===== src/rtl/mult_io_pkg.sv =====
// Shared definitions for the IO multiplier sequencer: FSM encoding,
// iteration count and the IO register bit indices.
// NRV_MULT_RADIX4_EN selects the radix-4 datapath (16 steps) instead of the
// default radix-2 datapath (32 steps).
package mult_io_pkg;

  // Sequencer states
  typedef enum logic {
    IDLE = 1'b0,
    RUN  = 1'b1
  } mult_state_t;

`ifdef NRV_MULT_RADIX4_EN
  localparam int MULT_STEPS      = 16;
  localparam int MULT_RADIX_BITS = 2;
`else
  localparam int MULT_STEPS      = 32;
  localparam int MULT_RADIX_BITS = 1;
`endif

  // Step counter only has to reach MULT_STEPS-1
  localparam int MULT_CNT_W = $clog2(MULT_STEPS);

  // IO register bit indices. The hardware configuration device mask uses the
  // same positions, so keep these in step with it.
  localparam int IO_MULT_A_BIT         = 0;
  localparam int IO_MULT_B_BIT         = 1;
  localparam int IO_MULT_RESULT_BIT    = 2;
  localparam int IO_MULT_RESULT_HI_BIT = 3;
  localparam int IO_MULT_REG_COUNT     = 4;

endpackage


===== src/rtl/mult_io_step.sv =====
// Combinational single iteration of the shift-add multiplier.
// NRV_MULT_RADIX4_EN: consume two multiplier bits per step using the
// precomputed 3*mcand; otherwise one bit per step and mcand3 is ignored.
module mult_io_step
  import mult_io_pkg::*;
#(
  parameter int WIDTH = 32
) (
  input  logic [2*WIDTH-1:0] prod,
  input  logic [2*WIDTH-1:0] mcand,
  input  logic [2*WIDTH-1:0] mcand3,
  input  logic [WIDTH-1:0]   mplier,
  output logic [2*WIDTH-1:0] prod_next,
  output logic [2*WIDTH-1:0] mcand_next,
  output logic [WIDTH-1:0]   mplier_next
);

  logic [2*WIDTH-1:0] addend;

`ifdef NRV_MULT_RADIX4_EN
  // Pick 0, 1x, 2x or 3x multiplicand from the low two multiplier bits
  always_comb begin
    addend = '0;
    case (mplier[1:0])
      2'd1:    addend = mcand;
      2'd2:    addend = mcand << 1;
      2'd3:    addend = mcand3;
      default: addend = '0;
    endcase
  end
`else
  // The radix-2 datapath has no use for the 3x multiplicand
  logic unused_mcand3;
  assign unused_mcand3 = ^mcand3;
  assign addend = mplier[0] ? mcand : '0;
`endif

  // Carry out of the top bit is dropped; the final product always fits
  assign prod_next   = prod + addend;
  assign mcand_next  = mcand << MULT_RADIX_BITS;
  assign mplier_next = mplier >> MULT_RADIX_BITS;

endmodule


===== src/rtl/mult_io_ctrl.sv =====
// Memory-mapped sequencer for the iterative unsigned multiplier behind the
// IO registers A, B, result low and result high. Writing B launches a
// multiply; result reads during a multiply are stalled via rbusy.
// NRV_MULT_RADIX4_EN: radix-4 iteration with a 3*mcand register (16 steps).
module mult_io_ctrl
  import mult_io_pkg::*;
#(
  parameter int WIDTH = 32
) (
  input  logic             clk,
  input  logic             reset,
  input  logic             wstrb,
  input  logic             sel_a,
  input  logic             sel_b,
  input  logic             sel_lo,
  input  logic             sel_hi,
  input  logic [WIDTH-1:0] wdata,
  output logic [WIDTH-1:0] rdata,
  output logic             rbusy,
  output logic             busy
);

  mult_state_t state_reg, state_next;

  logic [WIDTH-1:0]      opa_reg, opa_next;
  logic [WIDTH-1:0]      mplier_reg, mplier_next;
  logic [2*WIDTH-1:0]    mcand_reg, mcand_next;
  logic [2*WIDTH-1:0]    prod_reg, prod_next;
  logic [MULT_CNT_W-1:0] cnt_reg, cnt_next;

  logic [2*WIDTH-1:0] prod_step, mcand_step;
  logic [WIDTH-1:0]   mplier_step;
  logic [2*WIDTH-1:0] mcand3_val;
  logic [2*WIDTH-1:0] opa_ext;

  logic [IO_MULT_REG_COUNT-1:0] sel_vec;
  logic                         wr_a, wr_b, last_step;

  // Gather the per-register selects into one vector in IO bit order
  assign sel_vec[IO_MULT_A_BIT]         = sel_a;
  assign sel_vec[IO_MULT_B_BIT]         = sel_b;
  assign sel_vec[IO_MULT_RESULT_BIT]    = sel_lo;
  assign sel_vec[IO_MULT_RESULT_HI_BIT] = sel_hi;

  // If A and B are both written at once, B wins and launches with the old A
  assign wr_b      = wstrb & sel_vec[IO_MULT_B_BIT];
  assign wr_a      = wstrb & sel_vec[IO_MULT_A_BIT] & ~sel_vec[IO_MULT_B_BIT];
  assign last_step = (cnt_reg == MULT_CNT_W'(MULT_STEPS - 1));
  assign opa_ext   = {{WIDTH{1'b0}}, opa_reg};

`ifdef NRV_MULT_RADIX4_EN
  logic [2*WIDTH-1:0] mcand3_reg, mcand3_next;

  // 3x multiplicand: loaded on launch, shifted alongside mcand
  always_ff @(posedge clk) begin
    if (reset) begin
      mcand3_reg <= '0;
    end else begin
      mcand3_reg <= mcand3_next;
    end
  end

  // Next 3x multiplicand value
  always_comb begin
    mcand3_next = mcand3_reg;
    if (wr_b) begin
      mcand3_next = (opa_ext << 1) + opa_ext;
    end else if (state_reg == RUN) begin
      mcand3_next = mcand3_reg << MULT_RADIX_BITS;
    end
  end

  assign mcand3_val = mcand3_reg;
`else
  assign mcand3_val = '0;
`endif

  mult_io_step #(
    .WIDTH(WIDTH)
  ) u_step (
    .prod       (prod_reg),
    .mcand      (mcand_reg),
    .mcand3     (mcand3_val),
    .mplier     (mplier_reg),
    .prod_next  (prod_step),
    .mcand_next (mcand_step),
    .mplier_next(mplier_step)
  );

  // State, datapath and counter registers
  always_ff @(posedge clk) begin
    if (reset) begin
      state_reg  <= IDLE;
      opa_reg    <= '0;
      mcand_reg  <= '0;
      mplier_reg <= '0;
      prod_reg   <= '0;
      cnt_reg    <= '0;
    end else begin
      state_reg  <= state_next;
      opa_reg    <= opa_next;
      mcand_reg  <= mcand_next;
      mplier_reg <= mplier_next;
      prod_reg   <= prod_next;
      cnt_reg    <= cnt_next;
    end
  end

  // Next-state, datapath update and status outputs
  always_comb begin
    state_next  = state_reg;
    opa_next    = opa_reg;
    mcand_next  = mcand_reg;
    mplier_next = mplier_reg;
    prod_next   = prod_reg;
    cnt_next    = cnt_reg;
    busy        = (state_reg == RUN);
    rbusy       = (state_reg == RUN) & (sel_lo | sel_hi) & ~wstrb;

    // A only touches the shadow; a running product keeps its launch operand
    if (wr_a) begin
      opa_next = wdata;
    end

    // B launches from IDLE and restarts from RUN, discarding any partial product
    if (wr_b) begin
      mcand_next  = opa_ext;
      mplier_next = wdata;
      prod_next   = '0;
      cnt_next    = '0;
      state_next  = RUN;
    end else if (state_reg == RUN) begin
      prod_next   = prod_step;
      mcand_next  = mcand_step;
      mplier_next = mplier_step;
      cnt_next    = cnt_reg + MULT_CNT_W'(1);
      if (last_step) begin
        state_next = IDLE;
      end
    end
  end

  // Result halves are readable; operand registers read back as zero
  assign rdata = sel_lo ? prod_reg[WIDTH-1:0] :
                 sel_hi ? prod_reg[2*WIDTH-1:WIDTH] : '0;

endmodule

===== config.mk =====
export PLATFORM = sky130hd
export DESIGN_NAME = mult_io_ctrl
export DESIGN_NICKNAME = d
export VERILOG_FILES = /design/src/rtl/mult_io_pkg.sv /design/src/rtl/mult_io_step.sv /design/src/rtl/mult_io_ctrl.sv
export SDC_FILE = /design/constraint.sdc
export NUM_CORES = 1
export LEC_CHECK = 0
export ABC_AREA = 1
export CAP_MARGIN = 20
export CORE_ASPECT_RATIO = 1.4
export CORE_MARGIN = 2
export CORE_UTILIZATION = 40
export CTS_CLUSTER_DIAMETER = 30
export DETAILED_ROUTE_END_ITERATION = 7
export PLACE_DENSITY_LB_ADDON = 0.12
export SLEW_MARGIN = 20
export SYNTH_ARGS = -nofsm -noshare
export SYNTH_HDL_FRONTEND = slang
export SYNTH_HIERARCHICAL = 1
export SYNTH_SLANG_ARGS = --single-unit

===== constraint.sdc =====
create_clock -name clk -period 4.15 [get_ports clk]
set_clock_uncertainty 0.1 [all_clocks]
set_input_delay 0.415 -clock clk [delete_from_list [all_inputs] [get_ports clk]]
set_output_delay 0.415 -clock clk [all_outputs]
set_load 0.05 [all_outputs]

==> results of run 1 <==
final timing paths:
path	to	start	slack (ns)	depth (start not counted)
hold reg to reg	mcand_reg[63]	mcand_reg[63]	0.37	2
hold / removal	mcand_reg[63]	mcand_reg[63]	0.37	2
setup / recovery	prod_reg[41]	mplier_reg[0]	0.93	16
setup reg to reg	prod_reg[41]	mplier_reg[0]	0.93	16
power breakdown:
part	switching, µW	leakage [µW]	internal (µW)
logic	298	0.00747	144
clock network	857	0.000318	1020
registers	54.2	0.00161	1960
metrics by stage:
stage / utilization (%) / power (µW) / area, µm² / setup WS [ns] / hold WS (ns)
global route: 43.8 / 4510 / 17200 / 0.719 / 0.389
floorplan: - / 2410 / 15800 / 1.35 / 0.340
detailed placement: 42.2 / 2510 / 16500 / 0.998 / 0.363
CTS: 43.8 / 4400 / 17200 / 0.951 / 0.375
global placement: 42.2 / 2500 / 16500 / 0.996 / 0.353
finish: 43.8 / 4340 / 17200 / 0.935 / 0.372
routing by layer:
| layer | part of all wire, % | up-vias | track usage [%] |
|---|---|---|---|
| met5 | 0 | - | 0 |
| met1 | 39 | 7252 | 30.2 |
| li1 | - | 8191 | - |
| met4 | 5.7 | 0 | 15.6 |
| met2 | 52 | 375 | 51.3 |
| met3 | 3.3 | 113 | 3.17 |
worst max-delay path, delay by kind of cell, from the launching register on:
family                   cells  cell delay (ns)
AND/OR/NAND/NOR             11             1.46
AO/OA/AOI/OAI                1             0.17
flip-flops                   1             0.73
adder cells (fa/ha/maj)      1             0.28
buffers and inverters        3             0.40
layout make-up:
cell class / instances / area (µm²) / area share, %
sequential: 198 / 3970 / 23.1
clock buffer: 20 / 468 / 2.72
timing repair buffer: 87 / 1200 / 6.99
tap: 528 / 661 / 3.85
inverter: 451 / 1700 / 9.87
clock inverter: 12 / 186 / 1.09
multi-input combinational: 1956 / 8990 / 52.4
==> impl_metrics.toml, run 1 <==
[outcome]
run_status = "finished, final reports clean"

[final_layout]
layout.cells.most_common_list = "1172 x sky130_fd_sc_hd__nand2_1, 438 x sky130_fd_sc_hd__inv_1, 208 x sky130_fd_sc_hd__nand3_1, 204 x sky130_fd_sc_hd__a21oi_1, 196 x sky130_fd_sc_hd__dfxtp_1"
drive_gt1_share_pct = 6.35
final_common_cell = "sky130_fd_sc_hd__nand2_1"
n_fill_cell = 4447
final_nets = 2816
fin_cells = 3252
antenna-diode-count = 0
synthToLayoutAreaGrowth_pct = 8.41

[cts]
clkTransAtPathRegs_ns = 0.08
cts-root-buf = "sky130_fd_sc_hd__clkbuf_16"
cts.hold.buffers_added = 0
tritoncts = "done"
maximum_number_of_buffers_from_clock_root_to_sink = 2
cts.repair_timing.setup_buffer_count = 0
cts.sink_count = 198
clkLatencyLatePin_ns = 0.47
post_cts_resized = 0
cts_max_level = 4
cts_buffers = 17

[timing]
worst_slew_pin_slew_ns = 0.989
setup_viol = 0
rsz0062_at_grt = "no"
fin_crit_ns = 3.22
timing.final.max_slew_violations = 0
clock.fmax_mhz = 311
fin_tns_setup_ns = 0
layout_worst_path_cycle_share_pct = 77.5
hold_violations = 0
max-slew-margin-rel_pct = 34.1

[synthesis]
syn-cell-area_um2 = 15800
netlist_instances = 2809
syn_avg_cell_area_um2 = 5.64
synth.yosys.warnings = 6

[worst_setup_path]
max_stage_delay_ns = 0.73
worst_ep_required_time_ns = 4.45
cp_cell_sequence = "buf_12 -> nand2_1 -> inv_1 -> ha_1 -> nand2_1 -> nor2_2 -> inv_2 -> nor3_4 -> nand3_1 -> nand2_1 -> nand2_1 -> nand2_1 -> nand2_1 -> nand2_1 -> nand2_1 -> a21oi_1"
cp_data_arrival_time_ns = 3.51
path_class = "flop to flop"
start_kind = "flop"
timing.critical_path.to_type = "flop"
critical_path_peak_fanout = 28
timing.critical_path.mode_cell = "sky130_fd_sc_hd__nand2_1"
critical_path_top_delay_cell = "sky130_fd_sc_hd__dfxtp_2"

[place]
rd_place_congestion = 0.991
cell_count_after_placement = 3220
dp_hpwl_mm = 42.9
port_buffers = 72

[floorplanning]
initial_core_utilization_pct = 40.4
ios = 73
placeableCoreArea_um2 = 39200
die_x_um = 172
die_area_um2 = 41200
rows = 86
dieHeight_um = 239

[job]
max_cap_violations = 0

[grt]
grt_antenna_before_repair = 0
grt_pass1_vias = 15400
grt_first_pass_wirelength_mm = 86.3
grt.overflow.total = 0
pin_count_of_the_biggest_net_entering_global_routing = 164
grt_use_total_pct = 27.7

[routing]
drtAntennaViolNets = 0
via_per_inst = 4.90
detail_route.wirelength_mm = 56.1
dr.pass1.iters = 6
wl_per_cell_um = 17.2
detail_route.drc_violations = 0
first_iter_violations = 873
vias = 15900

[pwr]
p_leak_uw = 0.00940
p_per_area_nw_per_um2 = 253
vdd.ir_drop.worst_mv = 0.281

[worst_hold_path]
hold_path_class = "flop to flop"
Power figures use the tool's default switching activity.
==> run 2: changes to the inputs <==
==> constraint.sdc (replaced) <==
create_clock -name clk -period 2.7 [get_ports clk]
set_clock_uncertainty 0.1 [all_clocks]
set_input_delay 0.27 -clock clk [delete_from_list [all_inputs] [get_ports clk]]
set_output_delay 0.27 -clock clk [all_outputs]
set_load 0.05 [all_outputs]
==> run 2 against run 1 <==
Flip-flop and latch count unchanged. Cell area up 11%. Via count increased by 2.8%. Critical endpoint is now prod_reg[62]. Largest cell class unchanged.
==> impl_metrics.toml, run 2 (same netlist as run 1, synthesis figures left out) <==
[outcome]
run_status = "finished, final reports clean"

[pwr]
p_leak_uw = 0.0101
clkPwrFrac_pct = 41.1
p_int_uw = 4610
p_per_area_nw_per_um2 = 342
seq_power_share_pct = 47.4
net-switching-power_uw = 1890
share_comb_of_total_power_pct = 11.6
vdd.ir_drop.worst_mv = 0.424
netSwitchingFraction_pct = 29.1

[place]
dp_hpwl_mm = 42.5
port_buffers = 72
dpl_cell_area_um2 = 17400
cell_count_after_placement = 3326
rd_place_congestion = 0.989

[grt]
global_route.usage.met2_pct = 49.6
gr-max-usage-layer = "met2"
grt_use_total_pct = 27.3
grt_first_pass_wirelength_mm = 85.6
gr-usage-met1_pct = 30.1
grt.overflow.total = 0
grt_antenna_before_repair = 0
pin_count_of_the_biggest_net_entering_global_routing = 104
met3_track_utilization_from_global_routing_pct = 3.55
grt_pass1_vias = 15600

[final_layout]
final_nets = 2932
drive_gt1_share_pct = 15.3
final_cell_area_um2 = 19000
synthToLayoutAreaGrowth_pct = 20.2
antenna-diode-count = 0
n_fill_cell = 4253
layout.cells.most_common_list = "1127 x sky130_fd_sc_hd__nand2_1, 436 x sky130_fd_sc_hd__inv_1, 206 x sky130_fd_sc_hd__nand3_1, 196 x sky130_fd_sc_hd__dfxtp_1, 184 x sky130_fd_sc_hd__a21oi_1"
fin_cells = 3368
core_util_final_pct = 48.6
final_common_cell = "sky130_fd_sc_hd__nand2_1"

[worst_setup_path]
timing.critical_path.mode_cell = "sky130_fd_sc_hd__nand2_1"
critical_path_top_delay_cell = "sky130_fd_sc_hd__dfxtp_4"
r2r-start = "mplier_reg[0]"
worst_ep_required_time_ns = 3.01
cp_data_arrival_time_ns = 2.98
startpoint = "mplier_reg[0]"
path_class = "flop to flop"
max_stage_delay_ns = 0.39
timing.critical_path.to_type = "flop"
critical_path_peak_fanout = 27
cp_cell_sequence = "buf_12 -> nand2_1 -> inv_1 -> ha_4 -> nand2_2 -> nor2_2 -> inv_2 -> nor2_4 -> nand2_2 -> nor4_4 -> buf_4 -> nand2_1 -> nand2_1 -> nand2_1 -> nand2_1 -> nand2_1 -> a21oi_1"
start_kind = "flop"

[routing]
vias = 16400
detail_route.wirelength_mm = 55.6
drtAntennaViolNets = 0
first_iter_violations = 1080
detail_route.drc_violations = 0
via_per_inst = 4.86
wl_per_cell_um = 16.5
dr.pass1.iters = 6

[cts]
cts-root-buf = "sky130_fd_sc_hd__clkbuf_16"
cts_buffers = 17
clkLatencyLatePin_ns = 0.48
cts_max_level = 4
cts.hold.buffers_added = 0
clkTransAtPathRegs_ns = 0.08
cts.sink_count = 198
maximum_number_of_buffers_from_clock_root_to_sink = 2
tritoncts = "done"

[floorplanning]
die_x_um = 172
placeableCoreArea_um2 = 39200
die_area_um2 = 41200
initial_core_utilization_pct = 40.4
dieHeight_um = 239
rows = 86
ios = 73

[timing]
hold_violations = 0
clock.fmax_mhz = 375
layout_worst_path_cycle_share_pct = 98.8
whs_ns = 0.201
rsz0062_at_grt = "yes"
setup_viol = 0
max-slew-margin-rel_pct = 49.3
timing.final.max_slew_violations = 0
fin_crit_ns = 2.67
worst_slew_pin_slew_ns = 0.760

[job]
max_cap_violations = 0

[worst_hold_path]
hold_path_class = "primary input to flop"
hp-start = "sel_b"
## run 2: cell count changes in the layout (fill, tap and decap cells not counted), sizes merged
cell           delta
buf             +117
bufinv            -2
clkdlybuf4s50     -1
clkinvlp          +1
inv               +1
## run 2: layer usage
| metal | wire length (µm) | vias to the layer above |
|---|---|---|
| met5 | 0 | - |
| met4 | 3630 | 0 |
| met3 | 1700 | 122 |
| met2 | 28200 | 337 |
| met1 | 22100 | 7502 |
| li1 | - | 8423 |
## run 2: timing repair
action | 4_1_cts | 5_1_grt
setup endpoints to repair | 25 | 41
pin swaps | 5 | 12
resized for setup | 39 | 159
buffers inserted | 4 | 6
gates cloned | 0 | 0
## run 2: cell type report
| cell class | instances | area (µm²) | area share [%] |
|---|---|---|---|
| well taps | 528 | 661 | 3.47 |
| clock buffers | 20 | 447 | 2.35 |
| clock inverters | 12 | 136 | 0.716 |
| multi-input cells | 1956 | 9950 | 52.2 |
| repair buffers | 203 | 2190 | 11.5 |
| inverters | 451 | 1700 | 8.90 |
| flip-flops and latches | 198 | 3970 | 20.9 |
## run 2: worst paths after layout
path / slack [ns] / end / cells after the start
min: 0.20 / mplier_reg[6] / 4
max: 0.03 / prod_reg[62] / 17
min reg2reg: 0.37 / mcand_reg[63] / 2
max reg2reg: 0.03 / prod_reg[62] / 17
## run 2: stage by stage
step | TNS, ns | worst slack, ns | total power [µW]
2_1_floorplan | 0 | 0.0496 | 3700
3_3_place_gp | -1.68 | -0.273 | 3880
3_5_place_dp | -1.75 | -0.275 | 3890
4_1_cts | 0 | 0.00257 | 6570
5_1_grt | -0.665 | -0.109 | 6770
6_report | 0 | 0.0314 | 6500
## run 2: power by group through the flow
stage	clock network [µW]	logic, µW	registers (µW)
detailed placement	0	739	3150
CTS	2740	746	3080
finish	2670	754	3080
floorplan	0	576	3130
global placement	0	734	3150
global route	2840	841	3090
## run 2: critical path, delay by kind of cell, from the launching register on
family / cells / cell delay, ns
AO/OA/AOI/OAI: 1 / 0.15
adder cells (fa/ha/maj): 1 / 0.29
buffers and inverters: 4 / 0.50
flip-flops: 1 / 0.39
AND/OR/NAND/NOR: 11 / 1.18
==> run 3: changes to the inputs <==
--- a/config.mk
+++ b/config.mk
@@ -10,6 +10,7 @@
 export CORE_ASPECT_RATIO = 1.4
 export CORE_MARGIN = 2
 export CORE_UTILIZATION = 40
+export CTS_BUF_LIST = sky130_fd_sc_hd__clkbuf_16
 export CTS_CLUSTER_DIAMETER = 30
 export DETAILED_ROUTE_END_ITERATION = 7
 export PLACE_DENSITY_LB_ADDON = 0.12
==> run 3 against run 2 <==
First-iteration DRC count is 1.4% higher. Final cell count stayed put. Cell area hardly changed. Via count hardly changed. Flip-flop and latch count stayed put. Clock power is 1% lower. Sequential power hardly changed. Critical path depth stayed put. Largest cell class unchanged. Largest power group unchanged.
==> impl_metrics.toml, run 3 (same netlist as run 1, synthesis figures left out) <==
[routing]
wl_per_cell_um = 16.5
via_per_inst = 4.86
drtAntennaViolNets = 0
first_iter_violations = 1095
detail_route.drc_violations = 0
detail_route.wirelength_mm = 55.6
dr.pass1.iters = 5
vias = 16400

[worst_setup_path]
timing.critical_path.to_type = "flop"
max_stage_delay_ns = 0.39
cp_cell_sequence = "buf_12 -> nand2_1 -> inv_1 -> ha_4 -> nand2_2 -> inv_1 -> nand2_2 -> nor2_4 -> nand2_2 -> nor4_4 -> buf_4 -> nand2_1 -> nand2_1 -> nand2_1 -> nand2_1 -> nand2_1 -> a21oi_1"
rr_endpoint = "prod_reg[62]"
worst_ep_required_time_ns = 3.01
start_kind = "flop"
r2r-start = "mplier_reg[0]"
critical_path_top_delay_cell = "sky130_fd_sc_hd__dfxtp_4"
worstRegToRegCells = 17
critical_path_peak_fanout = 27
path_class = "flop to flop"
cp.depth = 17
timing.critical_path.mode_cell = "sky130_fd_sc_hd__nand2_1"
timing.reg2reg.setup_slack_ns = 0.03
critical-path-top-delay-family = "simple AND/OR/NAND/NOR gates"
cp_data_arrival_time_ns = 2.98
timing.critical_path.buf_inv = 4

[final_layout]
layout.cells.most_common_list = "1127 x sky130_fd_sc_hd__nand2_1, 438 x sky130_fd_sc_hd__inv_1, 206 x sky130_fd_sc_hd__nand3_1, 196 x sky130_fd_sc_hd__dfxtp_1, 184 x sky130_fd_sc_hd__a21oi_1"
fin_cells = 3368
antenna-diode-count = 0
synthToLayoutAreaGrowth_pct = 20.1
n_fill_cell = 4256
final_nets = 2932
core_util_final_pct = 48.6
final_common_cell = "sky130_fd_sc_hd__nand2_1"
drive_gt1_share_pct = 15.3

[job]
max_cap_violations = 0

[timing]
layout_worst_path_cycle_share_pct = 98.8
worst_slack_ns = 0.0328
hold_violations = 0
fin_crit_ns = 2.67
rsz0062_at_grt = "yes"
setup_viol = 0
worst_slew_pin_slew_ns = 0.774
timing.final.max_slew_violations = 0
clock.fmax_mhz = 375
max-slew-margin-rel_pct = 48.4

[pwr]
share_comb_of_total_power_pct = 11.7
seq_power_share_pct = 47.6
p_leak_uw = 0.0101
p_per_area_nw_per_um2 = 340
netSwitchingFraction_pct = 29.3
net-switching-power_uw = 1890
clkPwrFrac_pct = 40.7
vdd.ir_drop.worst_mv = 0.423
p_int_uw = 4570

[worst_hold_path]
worst_hold_path.num_cells = 4
hold_path_end = "mplier_reg[9]"
hold_path_class = "primary input to flop"
hp-start = "sel_b"

[grt]
grt_antenna_before_repair = 0
grt.overflow.total = 0
pin_count_of_the_biggest_net_entering_global_routing = 104
grt_pass1_vias = 15600
grt_first_pass_wirelength_mm = 85.7
grt_use_total_pct = 27.3

[place]
rd_place_congestion = 0.989
port_buffers = 72
dp_hpwl_mm = 42.5
cell_count_after_placement = 3326
preCtsSetupSlack_ns = -0.275

[floorplanning]
rows = 86
placeableCoreArea_um2 = 39200
die_area_um2 = 41200
initial_core_utilization_pct = 40.4
die_x_um = 172
dieHeight_um = 239
ios = 73

[outcome]
run_status = "finished, final reports clean"

[cts]
cts-root-buf = "sky130_fd_sc_hd__clkbuf_16"
tritoncts = "done"
cts.hold.buffers_added = 0
maximum_number_of_buffers_from_clock_root_to_sink = 2
cts.sink_count = 198
cts_max_level = 4
cts_buffers = 17
clkLatencyLatePin_ns = 0.48
clkTransAtPathRegs_ns = 0.08
run 3: per-layer routing:
metal,global-route usage [%],wire (µm),up-vias
met2,49.6,28200,338
met4,15.9,3630,0
li1,-,-,8425
met3,3.55,1790,122
met5,0,0,-
met1,30.1,22100,7488
run 3: how the worst max path moves through the flow:
stage	end	slack, ns	start
6_report	prod_reg[62]	0.03	mplier_reg[0]
5_1_grt	prod_reg[62]	-0.11	mplier_reg[0]
3_5_place_dp	prod_reg[47]	-0.28	mplier_reg[0]
2_1_floorplan	rbusy	0.05	busy
3_3_place_gp	prod_reg[47]	-0.27	mplier_reg[0]
4_1_cts	prod_reg[62]	0.002	mplier_reg[0]
run 3: stage by stage:
stage          instance area (µm²)  hold slack [ns]  TNS (ns)  power, µW
5_1_grt                      19000            0.225    -0.670       6740
3_3_place_gp                 17400            0.353     -1.68       3880
3_5_place_dp                 17400            0.355     -1.75       3890
4_1_cts                      18200            0.191         0       6530
6_report                     19000            0.210         0       6470
2_1_floorplan                15800            0.305         0       3700
run 3: power groups by stage:
stage               combinational, µW  sequential, µW  clock (µW)
detailed placement                739            3150           0
global route                      841            3090        2800
global placement                  734            3150           0
CTS                               746            3080        2710
floorplan                         576            3130           0
finish                            755            3080        2630
run 3: cell type report:
class | count | area [µm²] | area share (%)
clock inverters | 15 | 148 | 0.776
flip-flops and latches | 198 | 3970 | 20.9
repair buffers | 203 | 2190 | 11.5
multi-input cells | 1956 | 9950 | 52.3
well taps | 528 | 661 | 3.47
clock buffers | 17 | 425 | 2.24
inverters | 451 | 1700 | 8.91
run 3: repair_timing:
action / CTS / global route
gates resized for setup: 39 / 159
pin swaps: 5 / 12
endpoints found under the setup margin: 25 / 41
setup buffers: 4 / 6
run 3: tightest hold or removal path, stage by stage:
cell,delay [ns]
sky130_fd_sc_hd__buf_2,0.21
sky130_fd_sc_hd__nand3_1,0.12
sky130_fd_sc_hd__nand2_1,0.05
sky130_fd_sc_hd__a21oi_1,0.10
